[src/rtl/mux_rr_sel_arbiter_pkg.sv]
// Shared definitions for the round-robin mux-select arbiter.
package mux_rr_sel_arbiter_pkg;

    localparam int unsigned N_CH  = 4;
    localparam int unsigned SEL_W = 2;

    typedef enum logic {
        IDLE  = 1'b0,
        GRANT = 1'b1
    } state_t;

endpackage

[src/rtl/mux_rr_sel_arbiter_rr_prio_pick4.sv]
// Rotating-priority picker: first set request at or after ptr, wrapping mod 4.
module rr_prio_pick4
    import mux_rr_sel_arbiter_pkg::*;
(
    input  logic [N_CH-1:0]  req,
    input  logic [SEL_W-1:0] ptr,
    output logic [SEL_W-1:0] winner,
    output logic             any_req
);

    logic [SEL_W-1:0] idx;

    // Walk offsets from farthest to nearest so the nearest set bit wins last.
    always_comb begin
        winner  = ptr;
        any_req = 1'b0;
        idx     = '0;
        for (int i = N_CH - 1; i >= 0; i--) begin
            idx = ptr + SEL_W'(i);
            if (req[idx]) begin
                winner  = idx;
                any_req = 1'b1;
            end
        end
    end

endmodule

[src/rtl/mux_rr_sel_arbiter.sv]
// Round-robin arbiter driving a 4:1 mux select; holds sel for a whole grant.
module mux_rr_sel_arbiter
    import mux_rr_sel_arbiter_pkg::*;
#(
    parameter int unsigned MAX_HOLD = 15,
    parameter int unsigned CW       = 4
) (
    input  logic             clk,
    input  logic             rst_n,
    input  logic [N_CH-1:0]  req,
    input  logic             rel,
    output logic [SEL_W-1:0] sel,
    output logic [N_CH-1:0]  gnt,
    output logic             busy
);

    state_t           state_q, state_d;
    logic [SEL_W-1:0] ptr_q, ptr_d;
    logic [CW-1:0]    cnt_q, cnt_d;
    logic [SEL_W-1:0] sel_d;
    logic [N_CH-1:0]  gnt_d;
    logic             busy_d;

    logic [SEL_W-1:0] winner;
    logic             any_req;
    logic             grant_exit;

    rr_prio_pick4 u_pick (
        .req     (req),
        .ptr     (ptr_q),
        .winner  (winner),
        .any_req (any_req)
    );

    // State, pointer, hold counter and output registers.
    always_ff @(posedge clk or negedge rst_n) begin
        if (!rst_n) begin
            state_q <= IDLE;
            ptr_q   <= '0;
            cnt_q   <= '0;
            sel     <= '0;
            gnt     <= '0;
            busy    <= 1'b0;
        end else begin
            state_q <= state_d;
            ptr_q   <= ptr_d;
            cnt_q   <= cnt_d;
            sel     <= sel_d;
            gnt     <= gnt_d;
            busy    <= busy_d;
        end
    end

    // Next-state logic; any exit condition ends the grant exactly once.
    always_comb begin
        state_d    = state_q;
        ptr_d      = ptr_q;
        cnt_d      = cnt_q;
        sel_d      = sel;
        gnt_d      = gnt;
        busy_d     = busy;
        grant_exit = rel || !req[sel] || (cnt_q == CW'(MAX_HOLD - 1));

        case (state_q)
            IDLE: begin
                gnt_d  = '0;
                busy_d = 1'b0;
                if (any_req) begin
                    sel_d   = winner;
                    gnt_d   = N_CH'(1) << winner;
                    busy_d  = 1'b1;
                    cnt_d   = '0;
                    state_d = GRANT;
                end
            end
            GRANT: begin
                if (grant_exit) begin
                    gnt_d   = '0;
                    busy_d  = 1'b0;
                    ptr_d   = sel + SEL_W'(1);
                    cnt_d   = '0;
                    state_d = IDLE;
                end else begin
                    cnt_d = cnt_q + CW'(1);
                end
            end
            default: begin
                state_d = IDLE;
            end
        endcase
    end

endmodule

[config.mk]
export PLATFORM = sky130hd
export DESIGN_NAME = mux_rr_sel_arbiter
export DESIGN_NICKNAME = d
export VERILOG_FILES = /design/src/rtl/mux_rr_sel_arbiter_pkg.sv /design/src/rtl/mux_rr_sel_arbiter_rr_prio_pick4.sv /design/src/rtl/mux_rr_sel_arbiter.sv
export SDC_FILE = /design/constraint.sdc
export NUM_CORES = 1
export LEC_CHECK = 0
export CORE_MARGIN = 2
export CORE_UTILIZATION = 53
export DETAILED_ROUTE_END_ITERATION = 16
export GPL_TIMING_DRIVEN = 1
export HOLD_SLACK_MARGIN = 0.05
export PLACE_DENSITY_LB_ADDON = 0.12
export SLEW_MARGIN = 0
export SYNTH_ARGS = -nofsm -noshare
export SYNTH_HDL_FRONTEND = slang
export SYNTH_HIERARCHICAL = 1
export SYNTH_SLANG_ARGS = --single-unit
[constraint.sdc]
create_clock -name clk -period 3.4 [get_ports clk]
set_clock_uncertainty 0.1 [all_clocks]
set_input_delay 1.02 -clock clk [delete_from_list [all_inputs] [get_ports clk]]
set_output_delay 1.02 -clock clk [all_outputs]
set_load 0.02 [all_outputs]
; ---- Word level (Yosys, flattened, before mapping)
; Cells that the tools add are included.
[totals]
romBits = 0
reg_bits = 14
input_bits = 7
out_inout_bits = 7
mem_count = 0
ram_bits = 0
latchBits = 0
[op_classes]
div = 0
multipliers = 0
addsub = 5
n_lt_le_gt_ge = 5
n_shift = 1
n_bitwise = 1
n_mux = 29
eq_ne = 3
reduce_logical = 5
[op_table]
columns = op, n
row1 = $mux W4, 4
row2 = $pmux W4 S2, 2
row3 = $lt A2 B3 Y1 const B, 5
row4 = $mux W1, 12
row5 = $bmux W1 S2, 5
row6 = $mux W2, 4
row7 = $add A2 B1 Y2 const B, 2
row8 = $add A2 B2 Y2 const B, 2
row9 = $add A4 B1 Y4 const B, 1
row10 = $eq A4 B4 Y1 const B, 1
row11 = $pmux W1 S2, 2
row12 = $reduce_and A2 Y1, 2
row13 = $shl A1 B2 Y4 const A, 1
row14 = $logic_or A1 B1 Y1, 2
row15 = $ne A2 B1 Y1 const B, 1
row16 = $ne A2 B2 Y1 const B, 1
row17 = $logic_not A1 Y1, 1
row18 = $not A1 Y1, 1

; ---- Depth between registers and ports, before layout
[depth]
word_depth = 10
depth_mapped = 7

; ---- Cells and area by module
; Netlist, hierarchy kept.
[modules_own_cells]
columns = module, cells_each, seq_area_each_um2, area_each_um2, n_inst
row1 = mux_rr_sel_arbiter, 56, 350.3, 659.4, 1
row2 = rr_prio_pick4, 16, 0.0, 100.1, 1

; ---- Worst setup path before layout
; No wires, ideal clock.
[synth_path]
path_type = input-to-reg
start = input req[0]
end = register gnt[1]
setup_time_ps = 121
t_required_ps = 3179
slack_ps = 1154
path_stages = 5
t_arrival_ps = 2025
cell_sequence = and2b_2 -> or4_1 -> nand2_1 -> nor2_1 -> a22o_2
[synth_between]
elab_chain_cells = 9
elab_cells_between_ends = 25
classes_between = eq/ne: 1 / shift: 1 / mux: 20 / reduce/logical: 3
[synth_lines]
columns = element, line
row1 = start: declaration, mux_rr_sel_arbiter.sv:10  ; input logic [N_CH-1:0] req,
row2 = $bmux W1 S2, mux_rr_sel_arbiter_rr_prio_pick4.sv:20  ; if (req[idx]) begin
row3 = $mux W1 (implied by the code), mux_rr_sel_arbiter_rr_prio_pick4.sv:20
row4 = $mux W2 (3 in series), mux_rr_sel_arbiter_rr_prio_pick4.sv:20
row5 = $mux W2 *, mux_rr_sel_arbiter_rr_prio_pick4.sv:20
row6 = named net winner[1], mux_rr_sel_arbiter.sv:24  ; logic [SEL_W-1:0] winner;
row7 = $shl A1 B2 Y4 *, mux_rr_sel_arbiter.sv:70  ; gnt_d = N_CH'(1) << winner;
row8 = $mux W4 *, mux_rr_sel_arbiter.sv:68  ; if (any_req) begin
row9 = $pmux W4 S2 *, mux_rr_sel_arbiter.sv:64  ; case (state_q)
row10 = end signal: assignment, mux_rr_sel_arbiter.sv:49  ; gnt <= gnt_d;
row11 = end: declaration, mux_rr_sel_arbiter.sv:13  ; output logic [N_CH-1:0] gnt,
; The timed path passes the listed nets; every way through them passes the cells marked *. The select of a mux whose other input is x is not followed.
; A chain may end at the register's enable or synchronous reset.

; ---- Worst setup path after layout
[layout_path]
start = input req[3]
end = register gnt[1]
; The elaborated chain is that of the path after synthesis.

==> qor.yml <==
fin_crit_sh: 0.772
yosys.cell_types.count: 33
grt_antenna_before_repair: 0
crit_path_max_incr_delay_ps: 590
fmax_mhz: 381
fin_hold_ws_ps: 393
grt_pass1_vias: 587
min_period_ps: 2630
synth_seq_cells: 14
slowest_stage: "clkdlybuf4s50_1"
finalHoldViolCount: 0
chipWidth_um: 41.9
grt_max_degree: 15
drt-initial-drc-count: 28
route.detailed.drc: 0
gp_congestion: 0.850
ctsResizeCount: 0
routed_wl_um: 1460
dr.pass1.iters: 4
power.density_nw_per_um2: 814
syn_area_um2: 759
synthFlopType: "dfrtp_1"
die_area_um2: 1750
die_y_um: 41.9
synthesis.nets: 81
cts_max_level: 1
tightest_slew_ps: 633
cts_tree: "done"
maxSlewHeadroom: 0.577
synthArstFlopShare: 1.00
rsz0062_at_grt: "no"
critical_path.max_fanout: 7
antenna-diode-count: 0
fillers: 98
postCtsSetupBuffers: 0
synthesis.area_per_instance_um2: 10.5
rows: 13
worst-path-stages: 6
synth_cells: 72
grt_first_pass_wirelength_um: 2540
leakagePower_nw: 0.459
wl_per_cell_um: 14.1
vdd_drop_max_uv: 521
critPathLaunchType: "primary input"
cp_top_family: "simple AND/OR/NAND/NOR gates"
place_hpwl_um: 1090
design.core.area_um2: 1320
grt_overflow_total: 0
finalSetupViolCount: 0
layout.cells.most_common_list: "dfrtp_1, clkdlybuf4s50_1, nand2_1"
final_common_cell: "dfrtp_1"
totalNegativeSetupSlack_ps: 0
finalMaxSlewViolations: 0
grt.total_usage: 0.188
io_pins: 14
setup.worst_path.end_class: "flop"
seq_area_um2: 350
io_buffers: 13
drive_gt1_frac: 0.182
worstPathCellList: "clkdlybuf4s50_1 -> and3b_1 -> or4_1 -> nand2_1 -> nor2_1 -> a22o_2"
vias: 580
insertion_delay_ps: 270
multiInputGateArea_um2: 383
status: "complete, no violations"
routed_via_density: 5.63
cp_num_buf_inv: 1
area_growth_pct: 22.9
crit_required_ps: 3470
cts-root-buf: "clkbuf_4"
cp_data_arrival_time_ps: 2700
clock-sinks: 14
ctsHoldBuffers: 0
worst-setup-path-type: "primary input to flop"
clk_pin_slew_worst_paths_ps: 90
synth-warning-count: 6
antenna_left: 0
cts_max_path_buffers: 2
start_util: 0.576
hold_path_class: "flop to flop"
r2r_cells: 4
synth-edff-count: 0
synth-seq-area-share: 0.461
whs_path_depth: 1
cap_violations: 0
nets: 98
cts_buffers: 3
==> report_power, final <==
group	switching [W]	internal [W]	leakage, nW
Combinational	0.000165	0.000178	0.259
Sequential	0.0000692	0.000228	0.180
Clock	0.0000549	0.0000650	0.0210
Total	0.000289	0.000471	0.459
==> cells in the mapped netlist, types with 3 or more instances <==
library cell,number,area [um^2]
dfrtp_1,14,350
a22o_2,3,30.0
mux2i_1,3,30.0
nand2_1,9,33.8
inv_1,4,15.0
nor2_1,4,15.0
==> logic make-up after synthesis <==
logic type	count (synthesis)	share of synthesized area
simple gates	27	0.188
compound gates	16	0.171
flops	14	0.461
mux	6	0.0890
buf+inv	5	0.0346
xor+xnor	2	0.0231
fa+ha+maj	2	0.0329
==> layout make-up <==
class | instances | area share
multi-input cells | 53 | 0.410
well taps | 15 | 0.0201
clock buffers | 4 | 0.0389
repair buffers | 13 | 0.139
flip-flops and latches | 14 | 0.375
inverters | 4 | 0.0161
==> routing by layer <==
layer,GRT usage,routed length [um]
met5,0,0
met4,0.0387,14
met3,0.0261,86
met2,0.319,697
met1,0.256,656
==> per-stage QoR <==
step	instance area, um^2	setup slack, ps	utilization	std cells	total power, W
after CTS	933	787	0.708	103	0.000762
after detailed placement	897	487	0.681	99	0.000642
final	933	774	0.708	103	0.000760
after global routing	933	725	0.708	103	0.000815
after global placement	897	566	0.681	99	0.000634
after floorplan	759	1150	-	72	0.000517
==> final timing paths <==
kind	startpoint	to	slack, ps
worst max-delay path	req[3]	gnt[1]	770
worst min-delay path	gnt[0]	gnt[0]	390
worst max register to register	sel[0]	cnt_q[0]	1640
worst min register to register	gnt[0]	gnt[0]	390
max in group asynchronous	rst_n	gnt[2]	1760
min in group asynchronous	rst_n	ptr_q[1]	1030
==> sequential cells by signal, summed over array words and instances, names as in the netlist <==
name     cells
gnt          4
ptr_q        2
cnt_q        4
busy         1
sel          2
state_q      1
No activity file was read; power rests on OpenSTA's default activity.
